$ cat src/rtl/tlv_mem_loader.sv
// TLV byte-stream decoder: packs value bytes little-endian into per-channel load memories
// and returns one status byte per frame. Define TLV_CHECKSUM_EN to require an XOR trailer byte.
module tlv_mem_loader #(
  parameter int NUM_CH     = 2,
  parameter int WORD_WIDTH = 32,
  parameter int DEPTH      = 16,
  parameter int LEN_BYTES  = 1,
  parameter int TIMEOUT    = 1000000,
  localparam int SEL_W     = (NUM_CH > 1) ? $clog2(NUM_CH) : 1,
  localparam int ADDR_W    = (DEPTH > 1) ? $clog2(DEPTH) : 1
) (
  input  logic                  clk,
  input  logic                  rst,
  input  logic [7:0]            rx_data,
  input  logic                  rx_valid,
  output logic                  wr_en,
  output logic [SEL_W-1:0]      wr_sel,
  output logic [ADDR_W-1:0]     wr_addr,
  output logic [WORD_WIDTH-1:0] wr_data,
  output logic                  start,
  output logic [7:0]            resp_data,
  output logic                  resp_valid,
  input  logic                  resp_ready,
  output logic                  resp_lost,
  output logic                  busy
);
  localparam int LANES  = WORD_WIDTH / 8;
  localparam int LANE_W = (LANES > 1) ? $clog2(LANES) : 1;
  localparam int LEN_W  = 8 * LEN_BYTES;
  localparam int TO_W   = $clog2(TIMEOUT + 1);

  typedef enum logic [2:0] {
    S_IDLE = 3'd0,
    S_LEN  = 3'd1,
    S_VAL  = 3'd2,
`ifdef TLV_CHECKSUM_EN
    S_CHK  = 3'd3,
`endif
    S_END  = 3'd4
  } state_t;

`ifdef TLV_CHECKSUM_EN
  localparam state_t AFTER_VAL = S_CHK;
`else
  localparam state_t AFTER_VAL = S_END;
`endif

  state_t                state_reg, state_next;
  logic [7:0]            type_reg, chk_reg;
  logic [LEN_W-1:0]      len_reg, rem_reg;
  logic                  len_cnt_reg;
  logic [LANE_W-1:0]     lane_reg;
  logic [WORD_WIDTH-1:0] word_reg, word_merge;
  logic                  ovf_reg, bad_chk_reg;
  logic [TO_W-1:0]       to_cnt_reg;
  logic [ADDR_W:0]       addr_reg [NUM_CH];
  logic                  wr_en_reg, start_reg, resp_valid_reg, resp_lost_reg;
  logic [SEL_W-1:0]      wr_sel_reg;
  logic [ADDR_W-1:0]     wr_addr_reg;
  logic [WORD_WIDTH-1:0] wr_data_reg;
  logic [7:0]            resp_data_reg;

  logic [LEN_W-1:0]      len_shift;
  logic                  last_len, last_val, word_done, timeout, new_type, resp_new;
  logic                  is_ch, is_clr, is_start;
  logic [SEL_W-1:0]      ch_idx;
  logic [ADDR_W:0]       cur_addr;
  logic [7:0]            status;

  // Incoming byte replaces its lane; lanes above it are still zero from the last write.
  for (genvar gi = 0; gi < LANES; gi++) begin : g_lane
    assign word_merge[gi*8 +: 8] = (lane_reg == LANE_W'(gi)) ? rx_data : word_reg[gi*8 +: 8];
  end

  assign len_shift = LEN_W'({len_reg, rx_data});
  assign last_len  = (len_cnt_reg == 1'(LEN_BYTES - 1));
  assign last_val  = (rem_reg == LEN_W'(1));
  assign word_done = (lane_reg == LANE_W'(LANES - 1)) || last_val;
  assign is_ch     = (type_reg != 8'h00) && (int'(type_reg) <= NUM_CH);
  assign is_clr    = (type_reg == 8'hF0);
  assign is_start  = (type_reg == 8'hFF);
  assign ch_idx    = SEL_W'(type_reg - 8'd1);
  assign cur_addr  = addr_reg[ch_idx];
  assign new_type  = rx_valid && (rx_data != 8'h00) &&
                     ((state_reg == S_IDLE) || (state_reg == S_END));
  assign timeout   = (state_reg != S_IDLE) && (state_reg != S_END) && !rx_valid &&
                     (to_cnt_reg == TO_W'(TIMEOUT - 1));
  assign resp_new  = timeout || (state_reg == S_END);

  always_comb begin
    status = 8'h06;
    if (ovf_reg)                       status = 8'h18;
    if (bad_chk_reg)                   status = 8'h1C;
    if (!is_ch && !is_clr && !is_start) status = 8'h15;
    if (timeout)                       status = 8'h1B;
  end

  always_ff @(posedge clk) begin
    if (rst) state_reg <= S_IDLE;
    else     state_reg <= state_next;
  end

  always_comb begin
    state_next = state_reg;
    case (state_reg)
      S_IDLE: if (new_type) state_next = S_LEN;
      S_LEN:  if (rx_valid && last_len) state_next = (len_shift == '0) ? AFTER_VAL : S_VAL;
      S_VAL:  if (rx_valid && last_val) state_next = AFTER_VAL;
`ifdef TLV_CHECKSUM_EN
      S_CHK:  if (rx_valid) state_next = S_END;
`endif
      S_END:  state_next = new_type ? S_LEN : S_IDLE;
      default: state_next = S_IDLE;
    endcase
    if (timeout) state_next = S_IDLE;
  end

  always_ff @(posedge clk) begin
    if (rst) begin
      type_reg       <= '0;
      chk_reg        <= '0;
      len_reg        <= '0;
      rem_reg        <= '0;
      len_cnt_reg    <= 1'b0;
      lane_reg       <= '0;
      word_reg       <= '0;
      ovf_reg        <= 1'b0;
      bad_chk_reg    <= 1'b0;
      to_cnt_reg     <= '0;
      wr_en_reg      <= 1'b0;
      wr_sel_reg     <= '0;
      wr_addr_reg    <= '0;
      wr_data_reg    <= '0;
      start_reg      <= 1'b0;
      resp_data_reg  <= '0;
      resp_valid_reg <= 1'b0;
      resp_lost_reg  <= 1'b0;
      for (int i = 0; i < NUM_CH; i++) addr_reg[i] <= '0;
    end else begin
      wr_en_reg <= 1'b0;
      start_reg <= 1'b0;

      if ((state_reg == S_IDLE) || (state_reg == S_END) || rx_valid) to_cnt_reg <= '0;
      else                                                         to_cnt_reg <= to_cnt_reg + 1'b1;

      if (new_type) begin
        type_reg    <= rx_data;
        chk_reg     <= rx_data;
        len_reg     <= '0;
        len_cnt_reg <= 1'b0;
        lane_reg    <= '0;
        word_reg    <= '0;
        ovf_reg     <= 1'b0;
        bad_chk_reg <= 1'b0;
      end

      if (rx_valid && (state_reg == S_LEN)) begin
        len_reg     <= len_shift;
        len_cnt_reg <= ~len_cnt_reg;
        chk_reg     <= chk_reg ^ rx_data;
        if (last_len) rem_reg <= len_shift;
      end

      if (rx_valid && (state_reg == S_VAL)) begin
        chk_reg <= chk_reg ^ rx_data;
        rem_reg <= rem_reg - 1'b1;
        if (word_done) begin
          lane_reg <= '0;
          word_reg <= '0;
          if (is_ch) begin
            // A full channel drops further words but keeps consuming the frame.
            if (cur_addr == (ADDR_W+1)'(DEPTH)) begin
              ovf_reg <= 1'b1;
            end else begin
              wr_en_reg        <= 1'b1;
              wr_sel_reg       <= ch_idx;
              wr_addr_reg      <= cur_addr[ADDR_W-1:0];
              wr_data_reg      <= word_merge;
              addr_reg[ch_idx] <= cur_addr + 1'b1;
            end
          end
        end else begin
          lane_reg <= lane_reg + 1'b1;
          word_reg <= word_merge;
        end
      end

`ifdef TLV_CHECKSUM_EN
      if (rx_valid && (state_reg == S_CHK)) bad_chk_reg <= (rx_data != chk_reg);
`endif

      if (state_reg == S_END) begin
        if (is_clr)   for (int i = 0; i < NUM_CH; i++) addr_reg[i] <= '0;
        if (is_start) start_reg <= 1'b1;
      end

      // A new status always wins; it only counts as lost if the old one was not taken this cycle.
      if (resp_new) begin
        resp_data_reg  <= status;
        resp_valid_reg <= 1'b1;
        if (resp_valid_reg && !resp_ready) resp_lost_reg <= 1'b1;
      end else if (resp_valid_reg && resp_ready) begin
        resp_valid_reg <= 1'b0;
      end
    end
  end

  assign wr_en      = wr_en_reg;
  assign wr_sel     = wr_sel_reg;
  assign wr_addr    = wr_addr_reg;
  assign wr_data    = wr_data_reg;
  assign start      = start_reg;
  assign resp_data  = resp_data_reg;
  assign resp_valid = resp_valid_reg;
  assign resp_lost  = resp_lost_reg;
  assign busy       = (state_reg != S_IDLE);

endmodule

$ cat config.mk
export PLATFORM = sky130hd
export DESIGN_NAME = tlv_mem_loader
export DESIGN_NICKNAME = d
export VERILOG_FILES = /design/src/rtl/tlv_mem_loader.sv
export SDC_FILE = /design/constraint.sdc
export NUM_CORES = 1
export LEC_CHECK = 0
export CAP_MARGIN = 20
export CORE_MARGIN = 2
export CORE_UTILIZATION = 40
export DETAILED_ROUTE_END_ITERATION = 6
export PLACE_DENSITY_LB_ADDON = 0.1
export SLEW_MARGIN = 20
export SYNTH_ARGS = -nofsm -noshare
export SYNTH_HDL_FRONTEND = slang
export SYNTH_SLANG_ARGS = --single-unit
export TNS_END_PERCENT = 1
$ cat constraint.sdc
create_clock -name clk -period 2.36 [get_ports clk]
set_input_delay 0.59 -clock clk [delete_from_list [all_inputs] [get_ports clk]]
set_output_delay 0.59 -clock clk [all_outputs]
set_load 0.01 [all_outputs]
==> results.md <==
* Run status: completed
* Critical path's slowest cell: clkdlybuf4s50_1
* Synth Warn # at 0
* Cell Pwr Density at 893 nW/um^2
* GPL Wtd Cong at 0.770
* Final Hold Fails at 0
* DR DRC count at 0
* Synthesis-stage register bit count at 131
* Detail Placement HPWL at 10500 um
* Crit path arrival time at 1.67 ns
* # IOs at 62
* Gr ovfl total at 0
* Vias in the first global route at 5151
* Placed cells at 862
* Hold WC Path Type: reg -> reg
* RSZ-0062 raised after global routing: no
* Core area at 15100 sq um
* CP Data Required Time at 1.77 ns
* Skew-Pair Late Insertion Delay at 0.43 ns
* CP delay by family, top: buffers and inverters
* Clock Path Buffers at 2
* Die width at 128 um
* Post-synth EDFFs at 10
* Fillcell total at 1353
* Async S/R FF share, synth at 0
* Chip Height at 128 um
* First-pass GRT wire length at 26200 um
* Synth unique cells at 68
* Ratio of cells with drive above 1 in the final layout at 0.143
* Synthesized area per cell at 9.79 sq um
* RR Endpoint: wr_data[26]
* # rows at 45
* CTS Hold Bufs at 0
* Final net count at 714
* CTS tree: built
* GR Util All Layers at 0.203
* IO Port Bufs at 58
* Area Overhead vs Synth at 26.1%
* Sequential share of the synthesized area at 0.445
* Leak at 2.66 nW
* Worst Path Max Fanout at 13
* Final non-filler cell total at 894
* Post-Layout Inst Area at 7720 sq um
* Avg WL per Cell at 17.8 um
* Period minus WS final at 2.26 ns
* Die ar. at 16300 sq um
* Final period utilization at 0.958
* Hold Path Stages at 1
* Length in cells of the worst reg-to-reg path at 6
* F_max at 442 MHz
* Routed wire length at 15900 um
* Final Setup Violations at 0
* Hold_sp: to_cnt_reg[0]
* Critical path startpoint category: register
* Max Clock Skew at 0.0112 ns
* Synthesized area at 6120 sq um
* Min-Delay Endpoint: to_cnt_reg[0]
* RR Startpoint: type_reg[0]
* CTS clk-pin slew, worst paths at 0.06 ns
* # resized after CTS at 0
* H-tree depth at 4
* CP Cell Sequence: or3_1 -> clkdlybuf4s50_1
* Clk sinks at 131
* Worst reg-to-reg setup slack at 0.28 ns
* CTS buffer count at 17
* Pre-Repair DR Iteration Count at 4
* Setup Crit Path Kind: reg -> out
* Clk root buf: clkbuf_16
* Util after Layout at 0.512
* Placed Area at 7080 sq um
* Setup bufs post-CTS at 0
* Via Count at 5174
* Vias per inst at 5.79
* # diodes at 0
* Kind of end point of the critical path: output port
* Post-Synthesis Cells at 625
* Relative slew slack at 0.554
* Worst Tran Pin Value at 0.667 ns
* Max IR drop VDD at 0.000692 V
* Slew Viols, Final at 0
* Number of max-cap violations at 0
* Synth Flop Type: dfxtp_1
* Antenna violations before repair at 0
* Largest net degree at the start of global routing at 54
* Initial Utilization at 0.406
* Routed Antenna Nets at 0
* Drt initial violations at 225
* Crit path buffers/inverters at 1
* Crit path largest cell delay at 0.50 ns
==> worst reg2reg max path: cells and delay by family, from the launching register on <==
family,cells,cell delay (ns)
AOI/OAI and AO/OA,2,0.53
adders and majority gates,1,0.23
buffers and inverters,1,0.19
DFF,1,0.52
muxes,1,0.17
and+or+nand+nor,1,0.30
==> area by class of cell <==
class | count | area (sq um) | area share
clock buffers | 18 | 439 | 0.0569
clock inverters | 14 | 198 | 0.0256
inverters | 47 | 176 | 0.0228
multi-input cells | 391 | 2920 | 0.378
flip-flops and latches | 131 | 2720 | 0.353
well taps | 188 | 235 | 0.0305
repair buffers | 105 | 1030 | 0.133
==> how the worst max path moves through the flow <==
| stage | start | to | slack, ns | cells after the start |
|---|---|---|---|---|
| 6_report | state_reg[0] | busy | 0.1 | 2 |
| 2_1_floorplan | type_reg[0] | addr_reg[0][0] | -0.04 | 9 |
| 3_5_place_dp | rx_data[4] | word_reg[17] | -0.06 | 7 |
| 3_3_place_gp | rx_data[0] | word_reg[0] | 0.005 | 7 |
| 4_1_cts | state_reg[0] | busy | 0.02 | 2 |
| 5_1_grt | state_reg[0] | busy | 0.05 | 2 |
==> layout by cell type (no fill, tap or decap), types with 3 or more instances in the layout <==
| cell | Yosys | final |
|---|---|---|
| and4_1 | 5 | 5 |
| a211o_1 | 3 | 3 |
| o41ai_1 | 33 | 33 |
| clkdlybuf4s50_1 | 0 | 57 |
| conb_1 | 1 | 3 |
| o32ai_1 | 35 | 35 |
| o21ai_0 | 8 | 8 |
| nand2_1 | 32 | 32 |
| nand4_1 | 7 | 7 |
| o311ai_1 | 7 | 7 |
| or3_1 | 9 | 9 |
| ha_1 | 9 | 9 |
| edfxtp_1 | 10 | 10 |
| nand3_1 | 20 | 20 |
| o31ai_1 | 5 | 4 |
| nor2_1 | 19 | 19 |
| inv_6 | 0 | 5 |
| nor3_1 | 9 | 9 |
| a31oi_1 | 8 | 8 |
| nand2b_1 | 6 | 6 |
| clkbuf_16 | 0 | 17 |
| o311ai_0 | 26 | 26 |
| xnor2_1 | 4 | 4 |
| and3_1 | 6 | 6 |
| or4_1 | 3 | 3 |
| mux2i_1 | 37 | 37 |
| buf_12 | 0 | 8 |
| xor2_1 | 9 | 9 |
| nor4_1 | 9 | 9 |
| inv_1 | 47 | 47 |
| dfxtp_1 | 121 | 120 |
| buf_4 | 3 | 39 |
| o211ai_1 | 5 | 5 |
| bufinv_16 | 0 | 4 |
| a21oi_1 | 31 | 31 |
==> synthesized netlist by cell type (9+ instances only) <==
master    number  share of area
nor4_1         9         0.0092
o311ai_0      26          0.037
edfxtp_1      10          0.049
or3_1          9         0.0092
nor3_1         9         0.0074
buf_2         15          0.012
o41ai_1       33          0.047
clkbuf_1      26          0.016
nand3_1       20          0.016
mux2i_1       37          0.061
nand2_1       32          0.020
buf_6          9          0.017
a21oi_1       31          0.025
inv_1         47          0.029
xor2_1         9          0.013
o32ai_1       35          0.050
ha_1           9          0.018
nor2_1        19          0.012
dfxtp_1      121           0.40
==> kinds of logic (layout without fill, tap and decap cells) <==
| family | Yosys count | after routing | synth area share |
|---|---|---|---|
| xor gates and xnor gates | 13 | 13 | 0.0186 |
| buffers and inverters | 105 | 184 | 0.0803 |
| other | 1 | 3 | 0.000613 |
| AOI/OAI and AO/OA | 178 | 178 | 0.225 |
| muxes | 39 | 39 | 0.0650 |
| DFF | 131 | 131 | 0.445 |
| adders and majority gates | 9 | 9 | 0.0184 |
| and+or+nand+nor | 149 | 149 | 0.147 |
==> power breakdown <==
part	internal [W]	switching (W)	leakage [nW]	total, W
Sequential	0.00237	0.000151	1.08	0.00253
Combinational	0.000628	0.000887	1.27	0.00152
Clock	0.00181	0.00104	0.316	0.00285
Total	0.00481	0.00208	2.66	0.00689
==> stage by stage <==
step / setup TNS, ns / setup WS (ns) / power, W / hold slack, ns
CTS: 0 / 0.0197 / 0.00695 / 0.466
floorplan: -0.202 / -0.0404 / 0.00353 / 0.426
global route: 0 / 0.0524 / 0.00724 / 0.486
finish: 0 / 0.0992 / 0.00689 / 0.456
detailed placement: -1.46 / -0.0635 / 0.00408 / 0.452
global placement: 0 / 0.00485 / 0.00405 / 0.442
==> layer usage <==
metal | vias up | track usage | part of all wire
li1 | 2540 | - | -
met1 | 2525 | 0.267 | 0.49
met2 | 100 | 0.332 | 0.46
met3 | 9 | 0.0484 | 0.043
met4 | 0 | 0.0582 | 0.0097
met5 | - | 0 | 0
(Power assumes the default switching activity.)
